[src/rtl/riscv_v_pkg.sv]
// Shared types for the vector issue/operand-read slice.
package riscv_v_pkg;
  localparam int RISCV_V_NUM_VREGS = 32;
  localparam int RISCV_V_VREG_AW   = $clog2(RISCV_V_NUM_VREGS);
  localparam int RISCV_V_VLEN      = 128;
  localparam int RISCV_XLEN        = 32;
  localparam int RISCV_V_OP_W      = 8;

  typedef logic [RISCV_XLEN-1:0]      riscv_data_t;
  typedef logic [RISCV_V_VLEN-1:0]    riscv_v_data_t;
  typedef logic [RISCV_V_VREG_AW-1:0] riscv_v_vreg_addr_t;
  typedef logic [RISCV_V_OP_W-1:0]    riscv_v_op_t;

  // R stage metadata; operand data arrives from the VRF a cycle later
  typedef struct packed {
    riscv_data_t        integer_data;
    logic               is_scalar_int;
    logic               uses_vs2;
    riscv_v_vreg_addr_t vd;
    logic               writes_vd;
    riscv_v_op_t        op;
  } riscv_v_r_meta_t;

  typedef struct packed {
    riscv_v_data_t      srca;
    riscv_v_data_t      srcb;
    riscv_data_t        integer_data;
    logic               is_scalar_int;
    riscv_v_vreg_addr_t vd;
    logic               writes_vd;
    riscv_v_op_t        op;
  } riscv_v_issue_pkt_t;
endpackage

[src/rtl/riscv_v_scoreboard.sv]
// Per-register pending-write bits with NQ hazard query ports.
module riscv_v_scoreboard #(
  parameter int NUM_VREGS = 32,
  parameter int VREG_AW   = 5,
  parameter int NQ        = 3
) (
  input  logic                       clk,
  input  logic                       rst,
  input  logic                       set_en,
  input  logic [VREG_AW-1:0]         set_idx,
  input  logic [NUM_VREGS-1:0]       clr_mask,
  input  logic [NQ-1:0]              q_en,
  input  logic [NQ-1:0][VREG_AW-1:0] q_idx,
  output logic [NQ-1:0]              q_hit
);
  logic [NUM_VREGS-1:0] sb, set_mask;

  always_comb begin
    set_mask = '0;
    set_mask[set_idx] = set_en;
  end

  // set is applied after clear so it wins on a shared index
  always_ff @(posedge clk) begin
    if (rst) sb <= '0;
    else     sb <= (sb & ~clr_mask) | set_mask;
  end

  for (genvar g = 0; g < NQ; g++) begin : g_q
    assign q_hit[g] = q_en[g] && sb[q_idx[g]];
  end
endmodule

[src/rtl/riscv_v_issue.sv]
// Vector issue stage: scoreboard hazard check, VRF read (R) and operand register (O).
module riscv_v_issue
  import riscv_v_pkg::*;
#(
  parameter int NUM_VREGS = RISCV_V_NUM_VREGS,
  parameter int VREG_AW   = RISCV_V_VREG_AW,
  parameter int OP_W      = RISCV_V_OP_W
) (
  input  logic               clk,
  input  logic               rst,
  input  logic               dec_valid,
  output logic               dec_ready,
  input  logic [VREG_AW-1:0] dec_vs1,
  input  logic [VREG_AW-1:0] dec_vs2,
  input  logic [VREG_AW-1:0] dec_vd,
  input  logic               dec_uses_vs1,
  input  logic               dec_uses_vs2,
  input  logic               dec_writes_vd,
  input  logic               dec_is_scalar_int,
  input  riscv_data_t        dec_integer_data,
  input  logic [OP_W-1:0]    dec_op,
  output logic [VREG_AW-1:0] vrf_raddr_a,
  output logic [VREG_AW-1:0] vrf_raddr_b,
  input  riscv_v_data_t      vrf_rdata_a,
  input  riscv_v_data_t      vrf_rdata_b,
  output logic               ex_valid,
  input  logic               ex_ready,
  output riscv_v_data_t      ex_srca,
  output riscv_v_data_t      ex_srcb,
  output riscv_data_t        ex_integer_data,
  output logic               ex_is_scalar_int,
  output logic [VREG_AW-1:0] ex_vd,
  output logic               ex_writes_vd,
  output logic [OP_W-1:0]    ex_op,
  input  logic               wb_valid,
  input  logic [VREG_AW-1:0] wb_vd,
  input  logic               flush
);
  logic                       r_valid, r_hold, o_valid;
  riscv_v_r_meta_t            r_meta;
  riscv_v_data_t              hold_a, hold_b, src_a, src_b;
  riscv_v_issue_pkt_t         o_pkt, r_pkt;
  logic                       o_free, r_adv, hz, accept;
  logic [2:0]                 q_en, q_hit;
  logic [2:0][VREG_AW-1:0]    q_idx;
  logic [NUM_VREGS-1:0]       clr_mask;

  assign vrf_raddr_a = dec_vs1;
  assign vrf_raddr_b = dec_vs2;

  assign q_en  = {dec_writes_vd, dec_uses_vs2, dec_uses_vs1 && !dec_is_scalar_int};
  assign q_idx = {dec_vd, dec_vs2, dec_vs1};
  assign hz    = |q_hit;

  assign o_free    = !o_valid || ex_ready;
  assign r_adv     = r_valid && o_free;
  assign dec_ready = !rst && !flush && !hz && (!r_valid || r_adv);
  assign accept    = dec_valid && dec_ready;

  // squashed writers release their scoreboard bits alongside any retiring wb
  always_comb begin
    clr_mask = '0;
    if (wb_valid) clr_mask[wb_vd] = 1'b1;
    if (flush) begin
      if (r_valid && r_meta.writes_vd) clr_mask[r_meta.vd] = 1'b1;
      if (o_valid && o_pkt.writes_vd)  clr_mask[o_pkt.vd]  = 1'b1;
    end
  end

  riscv_v_scoreboard #(.NUM_VREGS(NUM_VREGS), .VREG_AW(VREG_AW), .NQ(3)) u_sb (
    .clk      (clk),
    .rst      (rst),
    .set_en   (accept && dec_writes_vd),
    .set_idx  (dec_vd),
    .clr_mask (clr_mask),
    .q_en     (q_en),
    .q_idx    (q_idx),
    .q_hit    (q_hit)
  );

  // VRF data is only live in the first R cycle; afterwards use the held copy
  assign src_a = r_hold ? hold_a : vrf_rdata_a;
  assign src_b = r_hold ? hold_b : vrf_rdata_b;

  always_comb begin
    r_pkt.srca          = r_meta.is_scalar_int ? '0 : src_a;
    r_pkt.srcb          = r_meta.uses_vs2 ? src_b : '0;
    r_pkt.integer_data  = r_meta.integer_data;
    r_pkt.is_scalar_int = r_meta.is_scalar_int;
    r_pkt.vd            = r_meta.vd;
    r_pkt.writes_vd     = r_meta.writes_vd;
    r_pkt.op            = r_meta.op;
  end

  always_ff @(posedge clk) begin
    if (rst) begin
      r_valid <= 1'b0;
      r_hold  <= 1'b0;
      o_valid <= 1'b0;
      r_meta  <= '0;
      hold_a  <= '0;
      hold_b  <= '0;
      o_pkt   <= '0;
    end else if (flush) begin
      r_valid <= 1'b0;
      r_hold  <= 1'b0;
      o_valid <= 1'b0;
    end else begin
      if (o_free) begin
        o_valid <= r_valid;
        if (r_valid) o_pkt <= r_pkt;
      end
      if (r_adv) r_hold <= 1'b0;
      else if (r_valid && !r_hold) begin
        r_hold <= 1'b1;
        hold_a <= vrf_rdata_a;
        hold_b <= vrf_rdata_b;
      end
      if (!r_valid || r_adv) begin
        r_valid <= accept;
        if (accept)
          r_meta <= '{integer_data: dec_integer_data, is_scalar_int: dec_is_scalar_int,
                      uses_vs2: dec_uses_vs2, vd: dec_vd, writes_vd: dec_writes_vd, op: dec_op};
      end
    end
  end

  assign ex_valid         = o_valid;
  assign ex_srca          = o_pkt.srca;
  assign ex_srcb          = o_pkt.srcb;
  assign ex_integer_data  = o_pkt.integer_data;
  assign ex_is_scalar_int = o_pkt.is_scalar_int;
  assign ex_vd            = o_pkt.vd;
  assign ex_writes_vd     = o_pkt.writes_vd;
  assign ex_op            = o_pkt.op;
endmodule

[config.mk]
export PLATFORM = sky130hd
export DESIGN_NAME = riscv_v_issue
export DESIGN_NICKNAME = d
export VERILOG_FILES = /design/src/rtl/riscv_v_pkg.sv /design/src/rtl/riscv_v_scoreboard.sv /design/src/rtl/riscv_v_issue.sv
export SDC_FILE = /design/constraint.sdc
export NUM_CORES = 1
export LEC_CHECK = 0
export CORE_AREA = 2 2 249 251
export CTS_BUF_LIST = sky130_fd_sc_hd__clkbuf_8 sky130_fd_sc_hd__clkbuf_16
export DETAILED_ROUTE_END_ITERATION = 10
export DIE_AREA = 0 0 251 253
export MAX_ROUTING_LAYER = met4
export PLACE_DENSITY_LB_ADDON = 0.1
export SLEW_MARGIN = 20
export SYNTH_ARGS = -nofsm -noshare
export SYNTH_HDL_FRONTEND = slang
export SYNTH_SLANG_ARGS = --single-unit
[constraint.sdc]
create_clock -name clk -period 6.88 [get_ports clk]
set_input_delay 1.376 -clock clk [delete_from_list [all_inputs] [get_ports clk]]
set_output_delay 1.376 -clock clk [all_outputs]
set_load 0.01 [all_outputs]
Word level (Yosys, flattened, before mapping)
Cells that the tools add are included.
- register bits after elaboration: 642
- output and inout bits: 315
- input port bits: 326
- word-level logic and storage cells: 92
- magnitude comparators: 10
- mux-type cells: 23
- reductions and logical operators: 32
- bitwise logic cells: 8
- operators with widths (kind ; count):
    2-to-1 mux 128 bit ; 4
    2-to-1 mux 32 bit ; 5
    bitwise OR 32 bit ; 3
    AND 32 bit ; 2
    < comparator 5 x 6 -> 1 bit, second input constant ; 6
    inverter 32 bit ; 1
    demux 1 bit (select 5 bit) ; 4
    >= comparator 5 x 1 -> 1 bit, second input constant ; 4
    logical AND 1 bit ; 17
    binary-select mux 1 bit (select 5 bit) ; 3
    AND reduction 3 bit ; 3
    logical NOT 1 bit ; 7
    2-to-1 mux 1 bit ; 7
    OR reduction 3 bit ; 2
    logical OR 1 bit ; 2
    inverter 1 bit ; 2
    OR reduction 2 bit ; 1

Depth between registers and ports, before layout
Gate-level depths: netlist of the first run.
- depth after elaboration: 14
- depth in mapped cells: 9
- mapped depth without buffers: 6

Modules after synthesis
A second synthesis of the first run with hierarchy kept.
- cell total of the unflattened synthesis: 3356
- area total of the unflattened synthesis: 31251.2 µm²
- modules (own cells, without submodules) (module ; seq. area each (µm²) ; instances ; area an instance (µm²) ; cells each):
    riscv_v_issue ; 12211.7 ; 1 ; 29170.5 ; 3138
    riscv_v_scoreboard ; 640.6 ; 1 ; 2080.7 ; 218

Worst setup path before layout of the first run
OpenSTA, ideal clock, no wires.
- path type: input-to-output
- start: input port dec_vd[1]
- end: output port dec_ready
- slack: 2.460 ns
- stages: 8
- data arrival time: 3.044 ns
- data required time: 5.504 ns
- path through: clkbuf_1 -> mux4_2 -> a22oi_1 -> a41o_1 -> o2111ai_4 -> buf_6 -> buf_6 -> nor2_1
- word-level cells in the longest chain between the ends: 7
- RTL lines (what ; RTL line ; source):
    from (decl) ; riscv_v_issue.sv:15 ; input logic [VREG_AW-1:0] dec_vd,
    binary-select mux 1 bit (select 5 bit) ; riscv_v_scoreboard.sv:30 ; assign q_hit[g] = q_en[g] && sb[q_idx[g]];
    2-to-1 mux 1 bit (not written as such) ; riscv_v_scoreboard.sv:30 ;
    logical AND 1 bit ; riscv_v_scoreboard.sv:30 ;
    OR reduction 3 bit ; riscv_v_issue.sv:53 ; assign hz = |q_hit;
    logical NOT 1 bit ; riscv_v_issue.sv:57 ; assign dec_ready = !rst && !flush && !hz && (!r_valid || r_adv);
    logical AND 1 bit (2 in a row) ; riscv_v_issue.sv:57 ;
    to (decl) ; riscv_v_issue.sv:12 ; output logic dec_ready,
Every way passes these cells. The select of a mux whose other input is x is not followed.

Final worst setup path of the first run
- start: input port dec_vd[0]
- end: output port dec_ready
Same word-level chain as after synthesis.

==> results, run 1 <==
- Leaving out fill and tap cells, the most frequent cells in the layout are 801 x sky130_fd_sc_hd__nand2_1, 639 x sky130_fd_sc_hd__dfxtp_1, 639 x sky130_fd_sc_hd__clkdlybuf4s50_1.
- The routed length per instance is 20.8 microns.
- The internal portion of the total power is 0.00629 W.
- The worst register-to-register path ends at ex_srcb[116].
- The worst register-to-register path has a depth of 5.
- The portion of total power attributed to combinational logic is 6.5%.
- The count of flip-flops with a built-in enable after synthesis is 0.
- The total stage count of the critical path is 7.
- The synthesized netlist contains 47 unique library cells.
- Hold repair after CTS inserted 0 buffers.
- The worst max-slew margin expressed relative to the limit is 21.7%.
- The largest delay contributor family on the critical path is buffers and inverters.
- The final setup violation count is 0.
- In the synthesized netlist, the number of instances is 3322.
- The worst endpoint required time is 5500 ps.
- The tree built by TritonCTS fans out to 642 sinks.
- The buffer count from post-CTS setup fixing is 0.
- The layer carrying the most global-route usage is met2.
- The mapped cell area is 27200 sq um.
- The total I/O pin count is 641.
- STA classifies the critical path endpoint as a primary output.
- The total count of hold-check failures in the final report was 0.
- The reported max-cap violation count is 0.
- From bottom edge to top edge, the die measures 253 microns.
- The global-route wire length before repair is 145000 microns.
- The class of the most critical setup path is in -> out.
- The share of async-settable or async-resettable flops after synthesis is 0%.
- The total area inside the core boundary comes to 61000 sq um.
- In this run, the clock network consumes 47.3% of the power.
- The share of synthesized area occupied by flip-flops and latches is 47.3%.
- Setup repair after global routing left no endpoint under its margin.
- The number of DRC markers after the initial detailed-route iteration is 2264.
- The maximum clock frequency is 179 MHz.
- The H-tree was split into 3 levels.
- From left edge to right edge, the die measures 251 microns.
- The number of antenna-violating nets in the routed design is 0.
- The die covers 63500 sq um.
- The pin count of the biggest net entering global routing is 225.
- The leakage power figure is 11.7 nW.
- The number of detailed-route iterations in the first pass is 6.
- In this run the biggest area consumer among cell types represents 47.3% of the synthesized area.
- The Yosys step of the flow raised 0 warnings.
- The worst path meets setup with 1300 ps of slack.
- Across the routed clock network, the largest skew measured is 21.8 ps.
- In this run the power spent charging and discharging nets is 0.00185 W.
- The cell type with the largest total area after synthesis is sky130_fd_sc_hd__dfxtp_1.
- Of the total synthesized cell area, the portion taken by full adders, half adders and majority gates is 0%.
- The CTS tree is done.
- The clock-pin transition on the worst setup and hold timing paths is 60 ps.
- Net switching is 22.7% of the power.
- The initial antenna violation count is 37.
- The flow ran to the end, and the final reports show no timing, DRC or antenna violations.
- The count of instances resized after the clock tree is built is 0.
- Global routing consumed, on the met3 layer, 9.40% of the routing resources.
- The signal on the critical path passes through clkdlybuf4s50_1, mux4_2, a22oi_1, a41o_1, o2111ai_4, nor2_1, clkdlybuf4s50_1.
- Ranked by total cell area, the synthesized netlist is headed by sky130_fd_sc_hd__dfxtp_1 47%, sky130_fd_sc_hd__a21oi_1 11%, sky130_fd_sc_hd__nand2_1 11%.
- The xor/xnor share of the synthesized area is 0%.
- In this run the critical register-to-register path is launched from r_hold.
- In this run the core area contains 91 standard-cell rows.
- The most prevalent standard cell on the critical path is sky130_fd_sc_hd__clkdlybuf4s50_1.
- Detailed placement ended at an HPWL of 63200 microns.
- The layout overhead on the synthesized area is 32.8%.
- The number of global-route vias before repair is 24500.
- The met1 global-route usage is 35.2%.
- The data arrival time of the worst path is 4200 ps.
- The main combinational cell family by area after synthesis is simple AND/OR/NAND/NOR gates.
- Summed over all layers, the global routing overflow is 0.
- The synthesized netlist devotes 14.9% of its cell area to compound gates.
- Along the worst path, the maximum fanout reaches 12.
- The count of state elements after synthesis is 642.
- The minimum setup slack among reg-to-reg paths is 3540 ps.
- Of the available clock period, the critical path in the final layout requires 81.1%.
- The routed via count divided by cell count is 5.56.
- Timing analysis after detailed placement gives a worst setup slack of 1290 ps.
- The commonest non-fill, non-tap cell in the layout is sky130_fd_sc_hd__nand2_1.
- For this run, design rule violations remaining after detail routing come to 0.
- The critical path launch point is dec_vd[0].
- The net total in the final layout is 4069.
- Wires add up to 96400 microns.
- The total negative slack is 0 ps.
- The number of CTS-inserted buffers is 72.
- The fraction of layout cells with a size suffix above 1 is 8.27%.
- The cell at the slowest stage of the critical path is sky130_fd_sc_hd__clkdlybuf4s50_1.
- The final route contains 25700 vias.
- The sum of buffers and inverters on the critical path is 2.
- The number of port buffers is 640.
- STA classifies the critical path startpoint as an input pin.
- The maximum clock insertion buffer count is 3.
- Once the floorplan was initialized, standard cells occupied 44.6% of the core.
- Routability-driven placement finished with a final weighted congestion of 0.917.
- For this run, the slowest stage of the critical path takes 900 ps.
- The portion of netlist area occupied by mux cells is 12.3%.
- The time the final worst path needs with I/O delays and setup is 5580 ps.
- The mean post-synth cell area is 8.19 sq um.
- Hold timing on the final database bottoms out at a slack of 449 ps.
- The overall power consumption is 0.00815 W.
- The synthesized netlist net count is 3648.
- The share of total power dissipated in sequential elements is 46.2%.
- Dividing total power by cell area gives a power density of 226 nW/um^2.
- In the global route stage, met2 resource usage came out at 47.5%.
- Of the total synthesized cell area, the portion taken by AND, OR, NAND and NOR gates is 20.5%.
- The most critical setup path has its endpoint at dec_ready.
- The type of the most critical hold path is reg -> reg.
- Global routing used 30.0% of the available tracks across all layers.
- The number of slew-limit violations in the final report came to 0.
- The cell at the root of the clock tree is sky130_fd_sc_hd__clkbuf_16.
- The later pin in the worst-skew pair is clocked with a latency of 610 ps.
- The worst voltage drop across the vdd grid is 0.170 mV.
- The most common flop cell mapped by yosys is sky130_fd_sc_hd__dfxtp_1.
- The pin slew with the least headroom to its limit is 1180 ps.
## metrics by stage
stage               instance area, sq um  std cells  utilization, %
CTS                                36000       4587            59.0
global route                       36100       4623            59.1
floorplan                          27200       3322               -
detailed placement                 33600       4459            55.1
global placement                   33600       4459            55.1
finish                             36100       4627            59.2
## worst min-delay path by stage
stage / start / to / slack, ps / cells after the start
floorplan: r_meta[16] / ex_integer_data[0] / 430 / 2
global placement: r_meta[36] / ex_integer_data[20] / 430 / 2
detailed placement: ex_srcb[46] / ex_srcb[46] / 440 / 2
CTS: ex_srcb[46] / ex_srcb[46] / 450 / 2
global route: ex_srcb[93] / ex_srcb[93] / 460 / 2
finish: r_meta[27] / ex_integer_data[11] / 450 / 2
## cells by family after synthesis
family / Yosys count
buffers and inverters: 324
AOI/OAI and AO/OA: 748
muxes: 288
DFF: 642
and+or+nand+nor: 1320
## registers in the layout, summed over array words and instances, names as in the netlist, 5 cells and up
name,count
ex_srca,128
ex_srcb,128
hold_a,128
hold_b,128
r_meta,48
ex_integer_data,32
u_sb.sb,32
ex_op,8
ex_vd,5
## final cells by class
class,count,area (sq um)
multi-input cells,2356,13000
clock inverters,36,283
clock buffers,92,2090
repair buffers,666,6740
well taps,790,988
flip-flops and latches,642,12900
diodes,40,100
fillers,5417,24900
inverters,5,18.8
## Yosys cell counts (2+ instances only)
master	number
sky130_fd_sc_hd__nand2_1	801
sky130_fd_sc_hd__dfxtp_1	642
sky130_fd_sc_hd__a21oi_1	607
sky130_fd_sc_hd__clkbuf_1	267
sky130_fd_sc_hd__nand3_1	181
sky130_fd_sc_hd__nor2_1	138
sky130_fd_sc_hd__mux2i_1	134
sky130_fd_sc_hd__nor3_1	133
sky130_fd_sc_hd__mux2_2	129
sky130_fd_sc_hd__o21ai_0	37
sky130_fd_sc_hd__o22ai_1	32
sky130_fd_sc_hd__mux4_2	25
sky130_fd_sc_hd__nand4_1	23
sky130_fd_sc_hd__buf_2	19
sky130_fd_sc_hd__o31ai_1	18
sky130_fd_sc_hd__a41o_1	15
sky130_fd_sc_hd__buf_4	14
sky130_fd_sc_hd__a221oi_1	13
sky130_fd_sc_hd__o21ai_1	9
sky130_fd_sc_hd__buf_6	8
sky130_fd_sc_hd__nor3b_1	8
sky130_fd_sc_hd__buf_1	7
sky130_fd_sc_hd__nand3b_1	7
sky130_fd_sc_hd__a22oi_1	5
sky130_fd_sc_hd__nand4b_1	5
sky130_fd_sc_hd__or3_1	5
sky130_fd_sc_hd__or3b_2	5
sky130_fd_sc_hd__and3b_1	4
sky130_fd_sc_hd__clkbuf_2	4
sky130_fd_sc_hd__inv_1	4
sky130_fd_sc_hd__a31o_2	3
sky130_fd_sc_hd__and3_1	3
sky130_fd_sc_hd__nand2b_1	2
sky130_fd_sc_hd__nor2b_1	2
## per-layer routing
metal,vias up,routed length (microns)
li1,12300,-
met1,12300,38500
met2,871,45400
met3,189,8560
met4,0,3850
met5,-,0
## power groups by stage
stage / clock network (W) / logic (W) / registers, W
global route: 0.00408 / 0.000568 / 0.00377
global placement: 0 / 0.000518 / 0.00385
finish: 0.00385 / 0.000528 / 0.00376
floorplan: 0 / 0.000237 / 0.00384
CTS: 0.00394 / 0.000527 / 0.00376
detailed placement: 0 / 0.000525 / 0.00385
## tightest hold or removal path, cell delays in order, from the launching register on
cell,delay (ps)
sky130_fd_sc_hd__dfxtp_1,310
sky130_fd_sc_hd__nand2_1,50
sky130_fd_sc_hd__a21oi_1,50
Power figures use the tool's default switching activity.
==> inputs of run 2 (changes only) <==
--- a/config.mk
+++ b/config.mk
@@ -5,10 +5,10 @@
 export SDC_FILE = /design/constraint.sdc
 export NUM_CORES = 1
 export LEC_CHECK = 0
-export CORE_AREA = 2 2 249 251
+export CORE_MARGIN = 2
+export CORE_UTILIZATION = 45
 export CTS_BUF_LIST = sky130_fd_sc_hd__clkbuf_8 sky130_fd_sc_hd__clkbuf_16
 export DETAILED_ROUTE_END_ITERATION = 10
-export DIE_AREA = 0 0 251 253
 export MAX_ROUTING_LAYER = met4
 export PLACE_DENSITY_LB_ADDON = 0.1
 export SLEW_MARGIN = 20
==> constraint.sdc (replaced) <==
create_clock -name clk -period 4.97 [get_ports clk]
set_input_delay 0.994 -clock clk [delete_from_list [all_inputs] [get_ports clk]]
set_output_delay 0.994 -clock clk [all_outputs]
set_load 0.01 [all_outputs]
==> results, run 2 (synthesis results as in run 1) <==
- The sum of buffers and inverters on the critical path is 3 (+1).
- The pin slew with the least headroom to its limit is 1110 ps (-67.7 ps).
- The biggest cell delay along the critical path is 560 ps (-340 ps).
- The routed via count divided by cell count is 5.62 (+1.1%).
- The maximum clock insertion buffer count came to 3 (unchanged).
- The initial antenna violation count is 31 (-16%).
- The share of the core filled with cells in the final layout is 60.4% (+1.2 points).
- The total I/O pin count was 641 (unchanged).
- The count of instances resized after the clock tree is built is 0 (unchanged).
- The pin count of the biggest net entering global routing is 133 (-41%).
- The final weighted congestion in routability-driven placement is 0.903 (-1.5%).
- The net total in the final layout came to 4096 (+0.66%).
- The initial core utilization was 45.3% (+0.75 points).
- The core box area is 60000 sq um (-1.7%).
- The overall track demand over capacity in global routing came to 31.0% (+1.1 points).
- The vertical die dimension came to 250 microns (-1.3%).
- Compared with the post-synthesis result, the final layout area differs by 33.2%.
- The routed length per instance was 21.1 microns (+1.4%).
- The worst path needs 4580 ps of the cycle, external delays included.
- The cell at the root of the clock tree is sky130_fd_sc_hd__clkbuf_16.
- The total negative slack is 0 ps (unchanged).
- In this design, the largest share of critical-path delay is due to buffers and inverters.
- The number of global-route vias before repair is 25000 (+2.0%).
- The smallest hold slack was 448 ps (-0.744 ps).
- The largest driver fanout on the critical path is 12 (unchanged).
- Setup repair after global routing left no endpoint under its margin.
- The kind of end point of the critical path is a primary output.
- The worst endpoint required time is 3980 ps (-1520 ps).
- The number of DRC markers after the initial detailed-route iteration came to 1865 (-18%).
- The post-detailed-routing wire length is 97900 microns (+1.6%).
- By instance count, the cell type seen most on the critical path is sky130_fd_sc_hd__clkdlybuf4s50_1.
- The number of port buffers is 640 (unchanged).
- The fraction of layout cells with a size suffix above 1 came to 8.82% (+0.55 points).
- The number of rows in the core area is 90 (-1.1%).
- The number of remaining DRC errors came to 0 (unchanged).
- The global-route wire length before repair is 148000 microns (+2.0%).
- The top cell types in the final layout, fill and taps aside, are 801 x sky130_fd_sc_hd__nand2_1, 639 x sky130_fd_sc_hd__dfxtp_1, 639 x sky130_fd_sc_hd__clkdlybuf4s50_1.
- The post-route cell area is 36200 sq um (+0.34%).
- The H-tree depth reported by CTS is 3 (unchanged).
- The clock sink total is 642 (unchanged).
- The number of antenna-violating nets in the routed design was 0 (unchanged).
- The number of CTS-inserted buffers is 70 (-2.8%).
- The count of vias placed by the detailed router was 26100 (+1.2%).
- The number of slew-limit violations in the final report is 0 (unchanged).
- The worst max-slew margin expressed relative to the limit came to 25.8% (+4.2 points).
- The flow ran to the end, and the final reports show no timing, DRC or antenna violations.
- The critical path launch point type is an input pin.
- The area of the die is 62400 sq um (-1.7%).
- The width of the die is 250 microns (-0.47%).
- The overall power consumption was 0.0111 W (+36%).
- The setup clock skew after layout is 14.8 ps (-7.03 ps).
- The buffer count from post-CTS setup fixing is 0 (unchanged).
- The quantity of hold-fixing buffers added after cts is 0 (unchanged).
- The total placed instance area came to 33900 sq um (+0.73%).
- The clock-pin transition on the worst setup and hold timing paths is 60 ps (about the same).
- The leakage power figure is 11.8 nW (+0.93%).
- The reported max-cap violation count is 0 (unchanged).
- The total count of hold-check failures in the final report was 0 (unchanged).
- The residual overflow from global routing came to 0 (unchanged).
- The power per standard cell area is 306 nW/um^2 (+35%).
- The maximum clock frequency is 218 MHz.
- The number of detailed-route iterations in the first pass is 5 (-1).
- The worst path uses 92.2% of the clock period.
- By startpoint and endpoint, the worst setup path is classified as in -> out.
- The CTS tree is done.
- The number of inserted filler cells in the final layout is 5225 (-3.5%).
- The worst voltage drop across the vdd grid was 0.269 mV (+58%).
- Walking the worst path, the cells encountered are clkdlybuf4s50_1, buf_4, mux4_2, a22oi_1, a41o_1, o2111ai_4, nor2_1, clkdlybuf4s50_1.
- The type of the most critical hold path is reg -> reg.
- The data arrival time of the worst path is 3590 ps (-610 ps).
- The clock network latency to the later pin of the worst-skew pair was 610 ps (about the same).
- For this design, the slowest cell found on the critical path is sky130_fd_sc_hd__clkdlybuf4s50_1.
- The final setup violation count is 0 (unchanged).
- The placed wire-length estimate after detailed placement was 66600 microns (+5.4%).
- The library cell used most frequently in the layout, excluding fill and tap cells, is sky130_fd_sc_hd__nand2_1.
run 2: cell types whose count changed in the layout (fill, tap and decap cells not counted), moves of 2 or more:
cell,delta
sky130_fd_sc_hd__bufinv_16,-3
sky130_fd_sc_hd__diode_2,-9
sky130_fd_sc_hd__clkinv_8,+2
sky130_fd_sc_hd__buf_12,+3
sky130_fd_sc_hd__clkinv_2,-3
sky130_fd_sc_hd__buf_4,+25
run 2: final timing paths:
kind	depth (start not counted)	from	slack [ps]	end
worst max-delay path	8	dec_vd[0]	390	dec_ready
worst min register to register	2	r_meta[34]	450	ex_integer_data[18]
worst max register to register	7	u_sb.sb[3]	2090	u_sb.sb[14]
worst min-delay path	2	r_meta[34]	450	ex_integer_data[18]
run 2: cell type report:
| class | count | area, sq um | share of cell area (%) |
|---|---|---|---|
| inverters | 5 | 18.8 | 0.0518 |
| well taps | 782 | 978 | 2.70 |
| clock inverters | 33 | 199 | 0.549 |
| repair buffers | 695 | 7000 | 19.3 |
| flip-flops and latches | 642 | 12900 | 35.5 |
| diodes | 31 | 77.6 | 0.214 |
| multi-input cells | 2356 | 13000 | 35.9 |
| clock buffers | 91 | 2070 | 5.73 |
run 2: layer usage:
| layer | up-vias | GRT usage, % | wire length [microns] |
|---|---|---|---|
| met5 | - | - | 0 |
| met4 | 0 | 13.3 | 4210 |
| met3 | 220 | 8.47 | 8140 |
| met2 | 956 | 49.3 | 46000 |
| met1 | 12500 | 36.9 | 39500 |
| li1 | 12400 | - | - |
run 2: worst min-delay path: stages (launching register included):
cell                      delay, ps
sky130_fd_sc_hd__dfxtp_1        310
sky130_fd_sc_hd__nand2_1         50
sky130_fd_sc_hd__a21oi_1         50
run 2: where the power goes:
| group | internal (W) | switching [W] | total, W |
|---|---|---|---|
| clock network | 0.00298 | 0.00213 | 0.00511 |
| registers | 0.00518 | 0.0000408 | 0.00522 |
| logic | 0.000382 | 0.000360 | 0.000742 |
| total | 0.00854 | 0.00253 | 0.0111 |
run 2: stage by stage:
stage	worst slack, ps	std cells
floorplan	1310	3322
global placement	359	4480
detailed placement	365	4480
CTS	355	4604
global route	219	4635
finish	387	4635
